[src/rtl/timer_multi_pkg.sv]
// Shared types and helpers for the multi-channel timer.
package timer_multi_pkg;

  typedef enum logic [1:0] {
    StIdle,
    StRun,
    StDone
  } ch_state_e;

  localparam logic MODE_PERIODIC = 1'b0;
  localparam logic MODE_ONESHOT  = 1'b1;

  // Widest register the helper supports; callers zero-extend into it.
  localparam int unsigned RegMax = 64;

  function automatic logic [RegMax-1:0] nz_or_one(input logic [RegMax-1:0] x);
    return (x == '0) ? {{(RegMax-1){1'b0}}, 1'b1} : x;
  endfunction

endpackage

[src/rtl/timer_multi_if.sv]
// Control/status bundle of timer_multi: master drives the i_* side, slave is the timer.
interface timer_multi_if #(
  parameter int unsigned N_REG = 32,
  parameter int unsigned N_CH  = 4
);
  logic [N_REG-1:0]      i_prescale;
  logic [N_CH*N_REG-1:0] i_value;
  logic [N_CH-1:0]       i_mode;
  logic [N_CH-1:0]       i_enable;
  logic [N_CH-1:0]       i_clear;
  logic [N_CH-1:0]       i_irq_mask;
  logic [N_CH-1:0]       i_irq_ack;
  logic [N_CH*N_REG-1:0] o_count;
  logic [N_CH-1:0]       o_pending;
  logic [N_CH-1:0]       o_running;
  logic                  o_interrupt;

  modport master (
    output i_prescale, i_value, i_mode, i_enable, i_clear, i_irq_mask, i_irq_ack,
    input  o_count, o_pending, o_running, o_interrupt
  );

  modport slave (
    input  i_prescale, i_value, i_mode, i_enable, i_clear, i_irq_mask, i_irq_ack,
    output o_count, o_pending, o_running, o_interrupt
  );
endinterface

[src/rtl/timer_channel.sv]
// One timer channel: IDLE/RUN/DONE FSM, compare counter and sticky pending flag.
module timer_channel
  import timer_multi_pkg::*;
#(
  parameter int unsigned N_REG = 32
) (
  input  logic             i_clk,
  input  logic             i_rst,
  input  logic             i_tick,
  input  logic [N_REG-1:0] i_value,
  input  logic             i_mode,
  input  logic             i_enable,
  input  logic             i_clear,
  input  logic             i_ack,
  output logic [N_REG-1:0] o_count,
  output logic             o_pending,
  output logic             o_running
);

  ch_state_e         state_q, state_d;
  logic [N_REG-1:0]  count_q, count_d;
  logic              pending_q, pending_d;
  logic              expire;
  logic [RegMax-1:0] v_last;

  assign v_last = nz_or_one(RegMax'(i_value)) - RegMax'(1);

  always_comb begin
    state_d   = state_q;
    count_d   = count_q;
    pending_d = pending_q;
    expire    = 1'b0;

    if (i_clear) begin
      state_d = StIdle;
      count_d = '0;
    end else begin
      unique case (state_q)
        StIdle: begin
          if (i_enable) state_d = StRun;
        end
        StRun: begin
          if (i_enable && i_tick) begin
            // >= so that lowering V below the count expires on the next tick
            if (RegMax'(count_q) >= v_last) begin
              expire = 1'b1;
              if (i_mode == MODE_ONESHOT) state_d = StDone;
              else                        count_d = '0;
            end else begin
              count_d = count_q + N_REG'(1);
            end
          end
        end
        StDone: ;
        default: begin
          state_d = StIdle;
          count_d = '0;
        end
      endcase
    end

    if (i_clear)     pending_d = 1'b0;
    else if (expire) pending_d = 1'b1;
    else if (i_ack)  pending_d = 1'b0;
  end

  always_ff @(posedge i_clk) begin
    if (i_rst) begin
      state_q   <= StIdle;
      count_q   <= '0;
      pending_q <= 1'b0;
    end else begin
      state_q   <= state_d;
      count_q   <= count_d;
      pending_q <= pending_d;
    end
  end

  assign o_count   = count_q;
  assign o_pending = pending_q;
  assign o_running = (state_q == StRun) && i_enable;

endmodule

[src/rtl/timer_multi.sv]
// N_CH-channel timer sharing one prescaler; unmasked pending flags ORed into one interrupt.
module timer_multi
  import timer_multi_pkg::*;
#(
  parameter int unsigned N_REG = 32,
  parameter int unsigned N_CH  = 4
) (
  input  logic         i_clk,
  input  logic         i_rst,
  timer_multi_if.slave bus_io
);

  logic [N_REG-1:0]      pre_cnt_q, pre_cnt_d;
  logic [RegMax-1:0]     p_last;
  logic                  en_any;
  logic                  tick;
  logic [N_CH*N_REG-1:0] count;
  logic [N_CH-1:0]       pending;
  logic [N_CH-1:0]       running;

  assign en_any = |bus_io.i_enable;
  assign p_last = nz_or_one(RegMax'(bus_io.i_prescale)) - RegMax'(1);
  assign tick   = en_any && (RegMax'(pre_cnt_q) == p_last);

  always_comb begin
    pre_cnt_d = pre_cnt_q;
    if (&bus_io.i_clear) begin
      pre_cnt_d = '0;
    end else if (en_any) begin
      pre_cnt_d = tick ? '0 : pre_cnt_q + N_REG'(1);
    end
  end

  always_ff @(posedge i_clk) begin
    if (i_rst) pre_cnt_q <= '0;
    else       pre_cnt_q <= pre_cnt_d;
  end

  for (genvar k = 0; k < N_CH; k++) begin : g_ch
    timer_channel #(
      .N_REG(N_REG)
    ) u_ch (
      .i_clk    (i_clk),
      .i_rst    (i_rst),
      .i_tick   (tick),
      .i_value  (bus_io.i_value[k*N_REG +: N_REG]),
      .i_mode   (bus_io.i_mode[k]),
      .i_enable (bus_io.i_enable[k]),
      .i_clear  (bus_io.i_clear[k]),
      .i_ack    (bus_io.i_irq_ack[k]),
      .o_count  (count[k*N_REG +: N_REG]),
      .o_pending(pending[k]),
      .o_running(running[k])
    );
  end

  assign bus_io.o_count     = count;
  assign bus_io.o_pending   = pending;
  assign bus_io.o_running   = running;
  assign bus_io.o_interrupt = |(pending & ~bus_io.i_irq_mask);

endmodule

[src/flat_wrapper.sv]
// flat-port wrapper written by rule: the top's interface ports become plain ports
module timer_multi_flat import timer_multi_pkg::*;
#(
  parameter int unsigned N_REG = 32,
  parameter int unsigned N_CH  = 4
)
  (i_clk, i_rst, bus_io_i_prescale, bus_io_i_value, bus_io_i_mode, bus_io_i_enable, bus_io_i_clear, bus_io_i_irq_mask, bus_io_i_irq_ack, bus_io_o_count, bus_io_o_pending, bus_io_o_running, bus_io_o_interrupt);
  timer_multi_if #(.N_REG(N_REG), .N_CH(N_CH)) bus_io_i ();
  input  logic i_clk;
  input  logic i_rst;
  input wire logic [$bits(bus_io_i.i_prescale)-1:0] bus_io_i_prescale;
  input wire logic [$bits(bus_io_i.i_value)-1:0] bus_io_i_value;
  input wire logic [$bits(bus_io_i.i_mode)-1:0] bus_io_i_mode;
  input wire logic [$bits(bus_io_i.i_enable)-1:0] bus_io_i_enable;
  input wire logic [$bits(bus_io_i.i_clear)-1:0] bus_io_i_clear;
  input wire logic [$bits(bus_io_i.i_irq_mask)-1:0] bus_io_i_irq_mask;
  input wire logic [$bits(bus_io_i.i_irq_ack)-1:0] bus_io_i_irq_ack;
  output wire logic [$bits(bus_io_i.o_count)-1:0] bus_io_o_count;
  output wire logic [$bits(bus_io_i.o_pending)-1:0] bus_io_o_pending;
  output wire logic [$bits(bus_io_i.o_running)-1:0] bus_io_o_running;
  output wire logic [$bits(bus_io_i.o_interrupt)-1:0] bus_io_o_interrupt;
  assign bus_io_i.i_prescale = bus_io_i_prescale;
  assign bus_io_i.i_value = bus_io_i_value;
  assign bus_io_i.i_mode = bus_io_i_mode;
  assign bus_io_i.i_enable = bus_io_i_enable;
  assign bus_io_i.i_clear = bus_io_i_clear;
  assign bus_io_i.i_irq_mask = bus_io_i_irq_mask;
  assign bus_io_i.i_irq_ack = bus_io_i_irq_ack;
  assign bus_io_o_count = bus_io_i.o_count;
  assign bus_io_o_pending = bus_io_i.o_pending;
  assign bus_io_o_running = bus_io_i.o_running;
  assign bus_io_o_interrupt = bus_io_i.o_interrupt;
  timer_multi #(.N_REG(N_REG), .N_CH(N_CH)) u_core (.i_clk(i_clk), .i_rst(i_rst), .bus_io(bus_io_i));
endmodule
[config.mk]
export PLATFORM = sky130hd
export DESIGN_NAME = timer_multi_flat
export DESIGN_NICKNAME = d
export VERILOG_FILES = /design/src/rtl/timer_multi_pkg.sv /design/src/rtl/timer_multi_if.sv /design/src/rtl/timer_channel.sv /design/src/rtl/timer_multi.sv /design/src/flat_wrapper.sv
export SDC_FILE = /design/constraint.sdc
export NUM_CORES = 1
export LEC_CHECK = 0
export ABC_AREA = 1
export BUFFER_PORTS_ARGS = -buffer_cell sky130_fd_sc_hd__buf_4
export CAP_MARGIN = 15
export CORE_UTILIZATION = 45
export DETAILED_ROUTE_END_ITERATION = 10
export PLACE_DENSITY = 0.66
export SLEW_MARGIN = 20
export SYNTH_ARGS = -nofsm -noshare
export SYNTH_HDL_FRONTEND = slang
export SYNTH_SLANG_ARGS = --single-unit
[constraint.sdc]
create_clock -name i_clk -period 6.5 [get_ports i_clk]
set_input_delay 0.65 -clock i_clk [delete_from_list [all_inputs] [get_ports i_clk]]
set_output_delay 0.65 -clock i_clk [all_outputs]
set_load 0.02 [all_outputs]
==> results.txt <==
In this run the cell area of the synthesized design comes to 0.0180 mm². The worst-case IR drop observed on VDD is 0.155 mV. For the final database, setup skew stands at 14.1 ps. For this design, the sink count on the clock tree is 172.

After synthesis, the mean cell area works out to 6.25 µm². The initial antenna violation count is 1. The worst-case clock buffer depth is 2. The total half-perimeter wirelength after legalization and detailed placement came out at 45000 µm.

The sort of element at the end of the critical path is a register. The total DRC errors in the routed layout is 0. The via total after detailed routing is 19796. The number of maximum-capacitance constraint violations is 0. Measured against its own limit, the worst slew margin works out to 0.403. The time the worst path needs with I/O delays and setup is 5660 ps.

For this block, the routed nets add up to 57000 µm of wire. For this run, the post-layout net count is 3477. The chip height is 202 µm. During synthesis, Yosys emitted a total of 0 warnings. The wire length of the first global-routing pass came out at 93000 µm.

The share of power burned in registers is 0.420. The final design instance area without fill came out at 0.0213 mm². The number of buffers created by CTS is 17. The final weighted congestion of routability-driven global placement is 0.933. The data arrival time of the critical path is 6010 ps. The critical-path maximum fanout is 27. Once layout is complete, the cells apart from fillers number 3683. The proportion of layout cells with a drive suffix above 1 is 0.142. The data required time of the worst path is 6850 ps.

Counting distinct cell types in the post-synthesis netlist gives 56. The maximum level of the CTS H-tree came out at 4. In this run the critical register-to-register path is captured at u_core.g_ch[0].u_ch.o_count[1]. The number of global-route vias before repair is 18500. The cell that appears most often on the critical path is sky130_fd_sc_hd__nand2_1. The launch point of the worst hold path is bus_io_i_irq_ack[3]. The most frequently used cell type in the post-synthesis netlist is sky130_fd_sc_hd__nand2_1. The leftover overflow at the end of global routing came out at 0. The fraction of power spent switching nets is 0.303. The repair_antennas step left the layout with diodes totalling 0. The number of hold buffers added after CTS is 0.

The critical path is of the primary input to register type. The count of instances resized after the clock tree is built is 0. The final-report setup violation count is 0. The count of routing violations after the opening detailed-route iteration is 1471. The worst hold path terminates at u_core.g_ch[3].u_ch.o_pending. The post-place instance area is 0.0207 mm². The logic gate share of total power came out at 0.203.

By count the netlist is led by sky130_fd_sc_hd__nand2_1 (562), sky130_fd_sc_hd__nor2_1 (408), sky130_fd_sc_hd__inv_1 (314). The total routing resource utilization after global routing is 0.275. The worst stage delay on the critical path came out at 570 ps.

The flow ran to the end, and the final reports show no timing, DRC or antenna violations. The die area is 0.0408 mm². The portion of total power attributed to the clock network came out at 0.377. In the synthesized netlist the dominant register cell turns out to be sky130_fd_sc_hd__dfxtp_1. The number of vias per cell came out at 5.37. The post-layout total power came out at 0.00258 W. The share of the clock period used by the worst path came out at 0.871. The cell at the slowest stage of the critical path is sky130_fd_sc_hd__nor4_1.

For this configuration, the core starts out at a cell density of 0.461. The highest attainable clock frequency came out at 177 MHz. The worst hold path passes through 3 cells. In the synthesized netlist the async set-or-reset flop fraction comes to 0. The sequential cell area fraction in the yosys report is 0.191. The routed length per instance came out at 15.5 µm.

Fill cells in the final layout number 4043. The pin count of the biggest net entering global routing is 45. The worst-skew pair later-pin latency is 440 ps. The synthesized instance count came out at 2883. The number of placement rows came out at 72. The most area-hungry cell type in the Yosys netlist is sky130_fd_sc_hd__dfxtp_1.

The I/O pin total is 319. Sorting the synthesized cells by area gives the leading types as sky130_fd_sc_hd__dfxtp_1 (19%), sky130_fd_sc_hd__nand2_1 (12%), sky130_fd_sc_hd__ha_1 (9.7%). The transition time of the tightest slew-check pin is 894 ps. The max-slew violation count came out at 0. The detailed-routing iteration count for the pre-antenna-repair pass came out at 6.

The total net switching power is 0.000783 W. The power density over the cells came out at 122 mW/mm². Of the post-synthesis cell area, the dominant cell type holds 0.191. The worst register-to-register path begins at u_core.g_ch[0].u_ch.o_count[5]. The static leakage came out at 8.53 nW. The number of synthesized flops with an enable pin came out at 0. The number of routed nets with antenna violations is 0. Synthesis inferred 172 register bits.

During placement, the flow inserted port buffers numbering 318. The path class of the lowest-slack min-delay path is primary input to register. The total instance count after detailed placement is 3655. The tree is rooted in a sky130_fd_sc_hd__clkbuf_16. The depth of the worst register-to-register path is 14. The CTS clock-pin slew for the worst setup and hold paths is 70 ps.

The cell-internal power is 0.00180 W. The area of the core region came out at 0.0391 mm². For the final routed database, the setup TNS stands at 0 ps. The buffers inserted during post-CTS setup optimization came out at 0.

The slack of the worst reg-to-reg path is 3110 ps. The final number of hold-violating endpoints came out at 0. Setup repair after global routing left no endpoint under its margin. The die is 202 µm wide. STA classifies the critical path startpoint as a primary input. Synthesis produced a netlist with a net count of 3204. Once layout is complete, the utilization of the core stands at 0.544. The layout-stage area growth over the synthesis result is 18.0%. The clock tree from TritonCTS is yes.
## cell families (layout without fill, tap and decap cells)
family,Yosys count,count (layout),synth area share
adders and majority gates,139,139,0.0966
DFF,172,172,0.191
AOI/OAI and AO/OA,282,282,0.0859
xor gates and xnor gates,243,243,0.118
buffers and inverters,401,683,0.0915
and+or+nand+nor,1646,1646,0.417
## through the flow
| step | worst slack, ps | hold slack (ps) |
|---|---|---|
| after floorplan | 1660 | 457 |
| after global placement | 500 | 489 |
| after detailed placement | 464 | 502 |
| after CTS | 904 | 455 |
| after global routing | 187 | 473 |
| final | 838 | 469 |
## power by group through the flow
stage | combinational, W | sequential (W) | clock (W)
2_1_floorplan | 0.000308 | 0.00111 | 0
4_1_cts | 0.000523 | 0.00108 | 0.000998
5_1_grt | 0.000588 | 0.00109 | 0.00103
3_5_place_dp | 0.000521 | 0.00111 | 0
6_report | 0.000525 | 0.00108 | 0.000973
3_3_place_gp | 0.000508 | 0.00111 | 0
## critical path: cells and delay by family
kind	cells	cell delay, ps
and+or+nand+nor	21	3630
AOI/OAI and AO/OA	3	650
adders and majority gates	2	540
buffers and inverters	5	330
xor gates and xnor gates	1	190
## layout make-up
cell class / count / area (µm²) / area share
clock buffers: 21 / 450 / 0.0212
clock inverters: 7 / 71.3 / 0.00336
inverters: 326 / 1230 / 0.0577
multi-input cells: 2310 / 12900 / 0.609
flip-flops and latches: 172 / 3440 / 0.162
well taps: 518 / 648 / 0.0305
repair buffers: 329 / 2470 / 0.116
## cells in the final DEF (no fill, tap or decap), types with 4 or more instances in the layout
| master | count |
|---|---|
| sky130_fd_sc_hd__o21bai_1 | 4 |
| sky130_fd_sc_hd__o221ai_1 | 4 |
| sky130_fd_sc_hd__nand4_1 | 76 |
| sky130_fd_sc_hd__nor2_4 | 5 |
| sky130_fd_sc_hd__nand3_1 | 253 |
| sky130_fd_sc_hd__o21a_1 | 8 |
| sky130_fd_sc_hd__nor2_2 | 18 |
| sky130_fd_sc_hd__a21oi_1 | 197 |
| sky130_fd_sc_hd__nand2_1 | 562 |
| sky130_fd_sc_hd__buf_4 | 329 |
| sky130_fd_sc_hd__o22ai_1 | 4 |
| sky130_fd_sc_hd__dfxtp_1 | 172 |
| sky130_fd_sc_hd__nor4_1 | 53 |
| sky130_fd_sc_hd__clkbuf_16 | 17 |
| sky130_fd_sc_hd__nand3b_1 | 12 |
| sky130_fd_sc_hd__o211ai_1 | 6 |
| sky130_fd_sc_hd__o31ai_1 | 4 |
| sky130_fd_sc_hd__and3_1 | 6 |
| sky130_fd_sc_hd__xnor2_1 | 84 |
| sky130_fd_sc_hd__xor2_1 | 159 |
| sky130_fd_sc_hd__inv_2 | 8 |
| sky130_fd_sc_hd__ha_1 | 139 |
| sky130_fd_sc_hd__nor3b_1 | 4 |
| sky130_fd_sc_hd__or2_2 | 28 |
| sky130_fd_sc_hd__a211oi_1 | 4 |
| sky130_fd_sc_hd__nor3_1 | 181 |
| sky130_fd_sc_hd__nor3_2 | 8 |
| sky130_fd_sc_hd__nand3_2 | 5 |
| sky130_fd_sc_hd__inv_1 | 314 |
| sky130_fd_sc_hd__o21ai_0 | 34 |
| sky130_fd_sc_hd__nand2_2 | 9 |
| sky130_fd_sc_hd__nor2_1 | 408 |
| sky130_fd_sc_hd__a21o_1 | 4 |
| sky130_fd_sc_hd__a31oi_1 | 5 |
## flip-flops by register name, summed over array words and instances (netlist names)
| name | flops |
|---|---|
| u_core.pre_cnt_q | 32 |
| u_core.g_ch.u_ch.state_q | 8 |
| u_core.g_ch.u_ch.o_count | 128 |
| u_core.g_ch.u_ch.o_pending | 4 |
## worst max path at each step
stage                                      end                 from  slack, ps  cells after the start
4_1_cts         u_core.g_ch[3].u_ch.o_count[8]  bus_io_i_value[120]        900                     32
6_report       u_core.g_ch[3].u_ch.o_count[27]  bus_io_i_value[120]        840                     32
3_5_place_dp   u_core.g_ch[0].u_ch.o_count[21]   bus_io_i_value[26]        460                     33
2_1_floorplan   u_core.g_ch[3].u_ch.o_count[7]  bus_io_i_value[120]       1660                     32
3_3_place_gp   u_core.g_ch[0].u_ch.o_count[22]   bus_io_i_value[26]        500                     33
5_1_grt         u_core.g_ch[0].u_ch.o_count[1]   bus_io_i_value[26]        190                     33
## layer usage
layer	up-vias	wire, µm	global-route usage
met5	-	17	0
met4	2	748	0.0574
met3	48	2960	0.0329
met2	567	26100	0.453
met1	9076	27200	0.382
li1	10103	-	-
Note: power is estimated with default switching activity, not from simulation.
